## config.mk

```make
export PLATFORM = sky130hd
export DESIGN_NAME = fp_div_unit_flat
export DESIGN_NICKNAME = d
export VERILOG_FILES = /design/src/rtl/fp_div_if.sv /design/src/rtl/fp_div_unit.sv /design/src/flat_wrapper.sv
export SDC_FILE = /design/constraint.sdc
export NUM_CORES = 1
export LEC_CHECK = 0
export ABC_AREA = 1
export CORE_MARGIN = 10
export CORE_UTILIZATION = 35
export CTS_CLUSTER_DIAMETER = 30
export CTS_CLUSTER_SIZE = 25
export DETAILED_ROUTE_END_ITERATION = 6
export PLACE_DENSITY = 0.53
export RECOVER_POWER = 100
export SLEW_MARGIN = 10
export SYNTH_ARGS = -nofsm -noshare
export SYNTH_HDL_FRONTEND = slang
export SYNTH_SLANG_ARGS = --single-unit
```

## constraint.sdc

```tcl
create_clock -name clk -period 4.37 [get_ports clk]
set_clock_uncertainty 0.15 [all_clocks]
set_input_delay 1.311 -clock clk [delete_from_list [all_inputs] [get_ports clk]]
set_output_delay 1.311 -clock clk [all_outputs]
set_load 0.05 [all_outputs]
```

## src/rtl/fp_div_if.sv

```systemverilog
// Handshake and operand/result bundle for the iterative FDIV.S unit.
// The master side launches divides; the slave side answers with busy/done/result/fflags.
interface fp_div_if #(
    parameter int W = 32
);
    logic         start;
    logic         abort;
    logic [W-1:0] a;
    logic [W-1:0] b;
    logic         busy;
    logic         done;
    logic [W-1:0] result;
    logic [4:0]   fflags;

    modport master (
        output start, abort, a, b,
        input  busy, done, result, fflags
    );

    modport slave (
        input  start, abort, a, b,
        output busy, done, result, fflags
    );
endinterface

```

## src/rtl/fp_div_unit.sv

```systemverilog
// Iterative IEEE-754 binary32 divider (FDIV.S), restoring, one quotient bit per cycle, RNE.
// Subnormal inputs and tiny results are flushed to signed zero.
module fp_div_unit #(
    parameter int EXP_W  = 8,
    parameter int FRAC_W = 23
) (
    input  logic     clk,
    input  logic     reset,
    fp_div_if.slave  bus
);
    localparam int W   = 1 + EXP_W + FRAC_W;
    localparam int MW  = FRAC_W + 1;
    localparam int RW  = MW + 2;
    localparam int ESW = EXP_W + 2;
    localparam int CW  = $clog2(MW + 1);

    localparam logic [EXP_W-1:0]      EXP_ONES = {EXP_W{1'b1}};
    localparam logic signed [ESW-1:0] EXP_MAX  = ESW'((1 << EXP_W) - 1);
    localparam logic signed [ESW-1:0] EXP_BIAS = ESW'((1 << (EXP_W - 1)) - 1);
    localparam logic signed [ESW-1:0] EXP_ZERO = '0;
    localparam logic [W-1:0]          QNAN     = {1'b0, EXP_ONES, 1'b1, {(FRAC_W-1){1'b0}}};

    typedef enum logic [2:0] {IDLE, UNPACK, DIV, ROUND, DONE} state_t;

    state_t state, next_state;

    logic [W-1:0]            op_a, op_b;
    logic                    sign_q;
    logic signed [ESW-1:0]   exp_q;
    logic [MW-1:0]           div_b;
    logic [RW-1:0]           rem;
    logic [MW:0]             quo;
    logic [CW-1:0]           cnt;
    logic [W-1:0]            result_q;
    logic [4:0]              fflags_q;

    logic [EXP_W-1:0]  ea, eb;
    logic [FRAC_W-1:0] fa, fb;
    logic              a_zero, b_zero, a_inf, b_inf, a_nan, b_nan, a_snan, b_snan;
    logic              sign_c;
    logic              special;
    logic [W-1:0]      spec_res;
    logic [4:0]        spec_flags;
    logic [MW-1:0]     ma, mb;
    logic              adj;
    logic [RW-1:0]     rem_init;
    logic signed [ESW-1:0] exp_calc;

    logic [MW-1:0]         mant;
    logic                  r_bit, s_bit, inc;
    logic [MW:0]           mant_inc;
    logic [MW-1:0]         mant_f;
    logic signed [ESW-1:0] exp_f;
    logic [W-1:0]          rnd_res;
    logic [4:0]            rnd_flags;
    logic [RW-1:0]         rem_diff;

    always_ff @(posedge clk or negedge reset) begin
        if (!reset) state <= IDLE;
        else        state <= next_state;
    end

    // Abort from any busy state returns to IDLE and also suppresses a launch in IDLE.
    always_comb begin
        next_state = state;
        case (state)
            IDLE:    if (bus.start && !bus.abort) next_state = UNPACK;
            UNPACK:  next_state = special ? DONE : DIV;
            DIV:     if (cnt == CW'(MW)) next_state = ROUND;
            ROUND:   next_state = DONE;
            DONE:    next_state = IDLE;
            default: next_state = IDLE;
        endcase
        if (bus.abort && state != IDLE) next_state = IDLE;
    end

    always_comb begin
        bus.busy = (state != IDLE);
        bus.done = (state == DONE);
    end

    assign bus.result = result_q;
    assign bus.fflags = fflags_q;

    // Operand classification; exponent zero counts as zero regardless of fraction.
    always_comb begin
        ea     = op_a[W-2 -: EXP_W];
        eb     = op_b[W-2 -: EXP_W];
        fa     = op_a[FRAC_W-1:0];
        fb     = op_b[FRAC_W-1:0];
        a_zero = (ea == '0);
        b_zero = (eb == '0);
        a_inf  = (ea == EXP_ONES) && (fa == '0);
        b_inf  = (eb == EXP_ONES) && (fb == '0);
        a_nan  = (ea == EXP_ONES) && (fa != '0);
        b_nan  = (eb == EXP_ONES) && (fb != '0);
        a_snan = a_nan && !fa[FRAC_W-1];
        b_snan = b_nan && !fb[FRAC_W-1];
        sign_c = op_a[W-1] ^ op_b[W-1];

        special    = 1'b1;
        spec_res   = QNAN;
        spec_flags = 5'b00000;
        if (a_nan || b_nan)
            spec_flags = {a_snan | b_snan, 4'b0000};
        else if ((a_zero && b_zero) || (a_inf && b_inf))
            spec_flags = 5'b10000;
        else if (a_inf)
            spec_res = {sign_c, EXP_ONES, {FRAC_W{1'b0}}};
        else if (b_zero) begin
            spec_res   = {sign_c, EXP_ONES, {FRAC_W{1'b0}}};
            spec_flags = 5'b01000;
        end
        else if (a_zero || b_inf)
            spec_res = {sign_c, {(W-1){1'b0}}};
        else
            special = 1'b0;

        ma       = {1'b1, fa};
        mb       = {1'b1, fb};
        adj      = (ma < mb);
        rem_init = adj ? {1'b0, ma, 1'b0} : {2'b00, ma};
        exp_calc = ESW'({2'b00, ea}) - ESW'({2'b00, eb}) + EXP_BIAS - ESW'(adj);
    end

    // Quotient layout: quo[MW:1] is the significand, quo[0] the round bit.
    always_comb begin
        mant     = quo[MW:1];
        r_bit    = quo[0];
        s_bit    = (rem != '0);
        inc      = r_bit & (s_bit | mant[0]);
        mant_inc = {1'b0, mant} + (MW+1)'(inc);
        if (mant_inc[MW]) begin
            mant_f = {1'b1, {FRAC_W{1'b0}}};
            exp_f  = exp_q + ESW'(1);
        end
        else begin
            mant_f = mant_inc[MW-1:0];
            exp_f  = exp_q;
        end

        if (exp_f >= EXP_MAX) begin
            rnd_res   = {sign_q, EXP_ONES, {FRAC_W{1'b0}}};
            rnd_flags = 5'b00101;
        end
        else if (exp_f <= EXP_ZERO) begin
            rnd_res   = {sign_q, {(W-1){1'b0}}};
            rnd_flags = 5'b00011;
        end
        else begin
            rnd_res   = {sign_q, exp_f[EXP_W-1:0], mant_f[FRAC_W-1:0]};
            rnd_flags = {4'b0000, r_bit | s_bit};
        end

        rem_diff = rem - {2'b00, div_b};
    end

    // Datapath registers; result/fflags only change on the edge entering DONE.
    always_ff @(posedge clk or negedge reset) begin
        if (!reset) begin
            op_a     <= '0;
            op_b     <= '0;
            sign_q   <= 1'b0;
            exp_q    <= '0;
            div_b    <= '0;
            rem      <= '0;
            quo      <= '0;
            cnt      <= '0;
            result_q <= '0;
            fflags_q <= '0;
        end
        else begin
            case (state)
                IDLE: begin
                    if (bus.start && !bus.abort) begin
                        op_a <= bus.a;
                        op_b <= bus.b;
                    end
                end
                UNPACK: begin
                    if (!bus.abort) begin
                        if (special) begin
                            result_q <= spec_res;
                            fflags_q <= spec_flags;
                        end
                        else begin
                            sign_q <= sign_c;
                            exp_q  <= exp_calc;
                            div_b  <= mb;
                            rem    <= rem_init;
                            quo    <= '0;
                            cnt    <= '0;
                        end
                    end
                end
                DIV: begin
                    if (rem >= {2'b00, div_b}) begin
                        rem <= rem_diff << 1;
                        quo <= {quo[MW-1:0], 1'b1};
                    end
                    else begin
                        rem <= rem << 1;
                        quo <= {quo[MW-1:0], 1'b0};
                    end
                    cnt <= cnt + CW'(1);
                end
                ROUND: begin
                    if (!bus.abort) begin
                        result_q <= rnd_res;
                        fflags_q <= rnd_flags;
                    end
                end
                default: ;
            endcase
        end
    end
endmodule

```

## src/flat_wrapper.sv

```systemverilog
// flat-port wrapper written by rule: the top's interface ports become plain ports
module fp_div_unit_flat 
#(
    parameter int EXP_W  = 8,
    parameter int FRAC_W = 23
)
  (clk, reset, bus_start, bus_abort, bus_a, bus_b, bus_busy, bus_done, bus_result, bus_fflags);
  fp_div_if bus_i ();
  input  logic clk;
  input  logic reset;
  input wire logic [$bits(bus_i.start)-1:0] bus_start;
  input wire logic [$bits(bus_i.abort)-1:0] bus_abort;
  input wire logic [$bits(bus_i.a)-1:0] bus_a;
  input wire logic [$bits(bus_i.b)-1:0] bus_b;
  output wire logic [$bits(bus_i.busy)-1:0] bus_busy;
  output wire logic [$bits(bus_i.done)-1:0] bus_done;
  output wire logic [$bits(bus_i.result)-1:0] bus_result;
  output wire logic [$bits(bus_i.fflags)-1:0] bus_fflags;
  assign bus_i.start = bus_start;
  assign bus_i.abort = bus_abort;
  assign bus_i.a = bus_a;
  assign bus_i.b = bus_b;
  assign bus_busy = bus_i.busy;
  assign bus_done = bus_i.done;
  assign bus_result = bus_i.result;
  assign bus_fflags = bus_i.fflags;
  fp_div_unit #(.EXP_W(EXP_W), .FRAC_W(FRAC_W)) u_core (.clk(clk), .reset(reset), .bus(bus_i));
endmodule
```

Yosys cells after proc, flatten, opt, wreduce, memory -nomap -nowiden
Index checks and enable logic that the tools add are counted.
Widths: inputs -> output; s select.
{"block": "word_totals", "register_bits": 195, "in_bits": 68, "output_inout_bits": 39, "word_cells": 119}
{"block": "op_classes", "addsub": 7, "magnitude_cmp": 4, "n_eq_ne": 13, "n_mux": 45, "bitwise": 7, "n_reduce_logical": 32}
{"cell": "$mux 32", "n": 8}
{"cell": "$mux 26", "n": 3}
{"cell": "$mux 25", "n": 3}
{"cell": "$pmux 32 s2", "n": 1}
{"cell": "$mux 31", "n": 2}
{"cell": "$pmux 26 s2", "n": 1}
{"cell": "$pmux 25 s2", "n": 1}
{"cell": "$logic_not 23->1", "n": 2}
{"cell": "$reduce_bool 23->1", "n": 2}
{"cell": "$mux 5", "n": 8}
{"cell": "$ge 26x24->1", "n": 1}
{"cell": "$reduce_bool 26->1", "n": 1}
{"cell": "$add 24x1->25", "n": 1}
{"cell": "$sub 25x24->25", "n": 1}
{"cell": "$lt 24x24->1", "n": 1}
{"cell": "$mux 23", "n": 1}
{"cell": "$pmux 5 s2", "n": 2}
{"cell": "$eq 8x8->1 const B", "n": 2}
{"cell": "$logic_not 8->1", "n": 2}
{"cell": "$mux 3", "n": 5}
{"cell": "$pmux 3 s4", "n": 1}
{"cell": "$add 10x2->10 const B", "n": 1}
{"cell": "$add 10x7->10 const B", "n": 1}
{"cell": "$ge 10x9->1 const B", "n": 1}
{"cell": "28 further kinds", "n": 56}

Depth between registers and ports, before layout
{"block": "logic_depth", "word_depth": 11, "ltp_mapped": 23, "depth_no_buf": 22}

Least setup slack after synthesis
No wires, ideal clock.
{"block": "synth_timing", "kind": "flip-flop to flip-flop", "from": "reg u_core.op_b[19]", "to": "reg u_core.exp_q[7]", "setup_time_ns": 0.065, "arrival_ns": 2.997, "t_required_ns": 4.155, "setup_slack_ns": 1.158, "path_stages_with_launch": 22, "path_buffers": 1, "period_less_slack_ns": 3.212, "path_cell_list": "dfrtp_1 inv_1 ha_1 a21oi_1 o21ai_0 nand2_1 nand3b_1 a21oi_1 nand2_1 clkbuf_1 ha_1 ha_1 inv_1 fa_1 nor2_1 a211oi_1 nor2_1 o21ai_0 nand2_1 a21oi_1 o21ai_0 nand2_1"}
{"block": "synth_between", "elab_chain_len": 10}
{"item": "from (decl)", "line_no": "fp_div_unit.sv:27", "rtl": "logic [W-1:0] op_a, op_b;"}
{"item": "from (signal assigned)", "line_no": "fp_div_unit.sv:177", "rtl": "op_b <= bus.b;"}
{"item": "branches (longest 10 deep; another with $lt 24x24->1)"}
{"item": "to (signal assigned)", "line_no": "fp_div_unit.sv:188", "rtl": "exp_q <= exp_calc;"}
{"item": "to (decl)", "line_no": "fp_div_unit.sv:29", "rtl": "logic signed [ESW-1:0] exp_q;"}
Several ways; the timed one is not identified.
A chain may end at the register's enable or synchronous reset.

Final worst setup path
{"block": "layout_timing", "from": "reg u_core.state[2]", "to": "reg u_core.rem[5]"}
{"block": "layout_between", "elab_chain_len": 3}
{"item": "from (decl)", "line_no": "fp_div_unit.sv:25", "rtl": "state_t state, next_state;"}
{"item": "from (signal assigned)", "line_no": "fp_div_unit.sv:60", "rtl": "else state <= next_state;"}
{"item": "$eq 3x1->1 or $eq 3x2->1 (tied branches)", "line_no": "fp_div_unit.sv:173", "rtl": "case (state)"}
{"item": "$ne 2x2->1 (no source line) or $reduce_bool 2->1 (tied branches)"}
{"item": "$reduce_and 3->1 (no source line)"}
{"item": "to (signal assigned)", "line_no": "fp_div_unit.sv:190", "rtl": "rem <= rem_init;"}
{"item": "to (signal assigned)", "line_no": "fp_div_unit.sv:198", "rtl": "rem <= rem_diff << 1;"}
{"item": "to (signal assigned)", "line_no": "fp_div_unit.sv:202", "rtl": "rem <= rem << 1;"}
{"item": "to (decl)", "line_no": "fp_div_unit.sv:31", "rtl": "logic [RW-1:0] rem;"}
Several ways; a longest one is shown, not always the timed one.

==> impl_summary.txt <==
----------------------------------------------------
[Outcome]
  Outcome ... complete, but fails checks
  Violations in the final reports ... max-capacitance violations, max-slew violations

[Critical path]
  Crit-path most repeated cell ... nand2_1
  Endpoint arrival time on the critical path ... 4.01 ns
  Critical Path End Type ... flop
  Crit path required time ... 4.57 ns
  Launching element type of the critical path ... flop
  Critical path class ... reg -> reg
  Crit path largest cell delay ... 1.64 ns
  Crit-path cells ... nor2_1 -> nand2_1 -> clkbuf_1 -> inv_1 -> buf_4 -> nand3_1 -> nand2_1 -> nand2_1 -> nand2_1
  Slowest cell on the critical path ... clkbuf_1
  Maximum fanout along the worst path ... roughly 50
  Worst-case register-to-register setup slack ... 0.56 ns

[Layout]
  Area Overhead vs Synth ... 16.22%
  Post-Layout Inst Area ... 14710 µm²
  Net count of the finished layout ... between 1500 and 2000
  Diode count ... 0
  Final core utilization ... 0.4127
  Proportion of layout cells with a drive suffix above 1 ... 0.04800

[Clock network]
  CTS Sinks ... 195
  Source-to-sink clock delay at the later pin of the worst-skew pair ... approximately 0.46 ns
  Post-CTS Resized ... 0
  Number of hold-repair buffers added at the cts stage ... 0
  CTS tree ... built
  Clock root cell ... clkbuf_16
  Clock-pin transition on the worst setup and hold timing paths ... 0.08 ns
  Number of buffers created by CTS ... 17
  Number of buffers inserted to repair setup after CTS ... 0
  CTS H-tree depth ... 4
  Maximum buffer depth of the clock tree ... 2

[Synth]
  Post-Synthesis Cell Area ... 12660 µm²
  Most numerous cell in the Yosys netlist ... nand2_1
  #FFs+latches synth ... 195
  Register area share after synthesis ... 0.3854
  Post-synth top area share ... 0.3854
  Share of synthesized flip-flops with an asynchronous set or reset ... 1.000
  Main area contributors after synthesis ... dfrtp_1 39%, nand2_1 14%, inv_1 7.0%, ha_1 6.5%, nand3_1 6.5%
  Most numerous cell types in the synthesized netlist ... 469 x nand2_1, 237 x inv_1, 195 x dfrtp_1
  Top_reg_cell synth ... dfrtp_1
  Cell type with the largest total area after synthesis ... dfrtp_1
  Number of warnings issued by yosys ... 0
  Instance count of the mapped netlist ... 1755
  Average cell area after synthesis ... 7.214 µm²
  Number of flops mapped to enable cells by yosys ... 0
  Net count of the mapped netlist ... 1892
  Number of distinct library cells after synthesis ... 42

[Floorplanning]
  Floorplan die area ... 44180 µm²
  Vert. Die Dim ... 210.2 µm
  Floorplan die width ... roughly 210 µm
  Starting density of the core ... 0.3551
  Placeable Area ... 35660 µm²
  Rows ... between 60 and 70
  Count of pins on the block boundary ... 107

[Pwr]
  Leakage Power ... 0.007525 µW
  Power density over the cells ... 891.8 nW/µm²
  Worst ir drop on vdd ... 405.5 µV

[Place]
  Final HPWL from detailed placement ... roughly 27000 µm
  Total cell area at the placement stage ... 14220 µm²
  Port bufs ... 106
  Global placement routability congestion ... 0.9323

[Timing]
  Final count of hold timing violations ... 0
  Worst relative slew slack ... -0.5481
  Period minus WS final ... 3.812 ns
  Final Max Tran Viols ... 128
  Setup violations, final ... 0
  Maximum clock frequency ... 0.2623 GHz
  Slew at the pin with the worst max-slew slack ... between 2 and 2.5 ns
  Unrepaired setup endpoints after global routing ... no
  Smallest hold slack ... 0.3167 ns
  Setup_tns ... 0 ns
  Post-route clock period utilization ... 0.8723

[Detailed routing]
  Wire length reported by the detailed router ... 35610 µm
  Initial drt markers ... 676
  Routed Antenna Nets ... 0
  Vias per std cell ... about 4.9
  Vias after detailed routing ... 11390
  Post-route DRC ... 0
  Wire length per cell ... 15.38 µm
  Length of the first detailed-routing pass in iterations ... 5

[Flow run]
  Reported max-cap violation count ... 2

[Global routing]
  Total global-route track usage ... 0.1646
  GRT overflow ... 0
  Pin count of the biggest net entering global routing ... 79
  Wire length of the first global-routing pass ... 59560 µm
  Antenna violations before repair ... 0
  Number of global-route vias before repair ... 11190

[Worst hold path]
  Kind of path behind the tightest hold check ... reg -> reg

----------------------------------------------------
==> report_power, final <==
part	internal (µW)	leakage [µW]	switching (µW)
logic	2920	0.00485	5300
clock network	865	0.000293	786
registers	2620	0.00239	629
==> final timing paths <==
kind / start / endpoint / cells past startpoint
setup / recovery: u_core.state[2]$_DFFE_PN0P_ / u_core.rem[5]$_DFFE_PN0P_ / 9
hold / removal: u_core.div_b[23]$_DFFE_PN0P_ / u_core.div_b[23]$_DFFE_PN0P_ / 2
setup reg to reg: u_core.state[2]$_DFFE_PN0P_ / u_core.rem[5]$_DFFE_PN0P_ / 9
hold reg to reg: u_core.div_b[23]$_DFFE_PN0P_ / u_core.div_b[23]$_DFFE_PN0P_ / 2
max in group asynchronous: reset / u_core.cnt[2]$_DFFE_PN0P_ / 2
min in group asynchronous: reset / u_core.rem[2]$_DFFE_PN0P_ / 1
==> cell type report <==
class | instances | area [µm²]
Timing Repair Buffer | 126 | 1196
Sequential cell | 195 | 4880
Clock inverter | 14 | 168.9
Fill cell | 3777 | 20940
Inverter | 246 | 923.4
Multi-Input combinational cell | 1255 | 6540
Clock buffer | 18 | 429.2
Tap cell | 461 | 576.8
==> cells by family (layout without fill, tap and decap cells) <==
family          after synthesis  in the layout  synth area share
compound gates              222            222           0.09279
flops                       195            195            0.3854
buf+inv                     305            404           0.09428
fa+ha+maj                    69             69           0.06997
mux                          10             10          0.008894
simple gates                912            912            0.3196
xor+xnor                     42             42           0.02905
==> critical path, delay by kind of cell, from the launching register on <==
family	cells	cell delay (ns)
buffers and inverters	3	2.56
flip-flops	1	0.40
AND/OR/NAND/NOR	6	0.56
==> cells in the final DEF (no fill, tap or decap), drive strengths merged, types with 11 or more instances in the layout <==
cell type and count:
nand3 175, clkbuf 27, xor2 29, inv 252, nand2 479, nor2 164, nand3b 14, a21oi 106
clkdlybuf4s50 65, nand4 52, nor3 11, buf 12, o22ai 24, xnor2 13, o21ai 80, dfrtp 195
dlygate4sd3 40, ha 66
==> metrics by stage <==
step / instances / setup WS (ns) / total power (µW)
after floorplan: 1755 / 1.158 / 9352
after global placement: 2283 / 0.9269 / 11500
after detailed placement: 2283 / 0.8815 / 11570
after CTS: 2315 / 0.7915 / 13280
after global routing: 2315 / 0.2215 / 14580
final: 2315 / 0.5582 / 13120
==> sequential cells by signal, summed over array words and instances, names as in the netlist <==
| signal | flops |
|---|---|
| u_core.bus.result | 32 |
| u_core.quo | 25 |
| u_core.state | 3 |
| u_core.div_b | 24 |
| u_core.op_b | 32 |
| u_core.cnt | 5 |
| u_core.exp_q | 10 |
| u_core.rem | 26 |
| u_core.sign_q | 1 |
| u_core.bus.fflags | 5 |
| u_core.op_a | 32 |
==> per-layer routing <==
metal / vias up / GRT usage / share of wire
met3: 21 / 0.02908 / 0.045
li1: 5851 / - / -
met1: 5310 / 0.2342 / 0.51
met2: 211 / 0.2541 / 0.44
met4: 0 / 0.03847 / 0.0097
met5: - / 0 / 0
(Power assumes the default switching activity.)
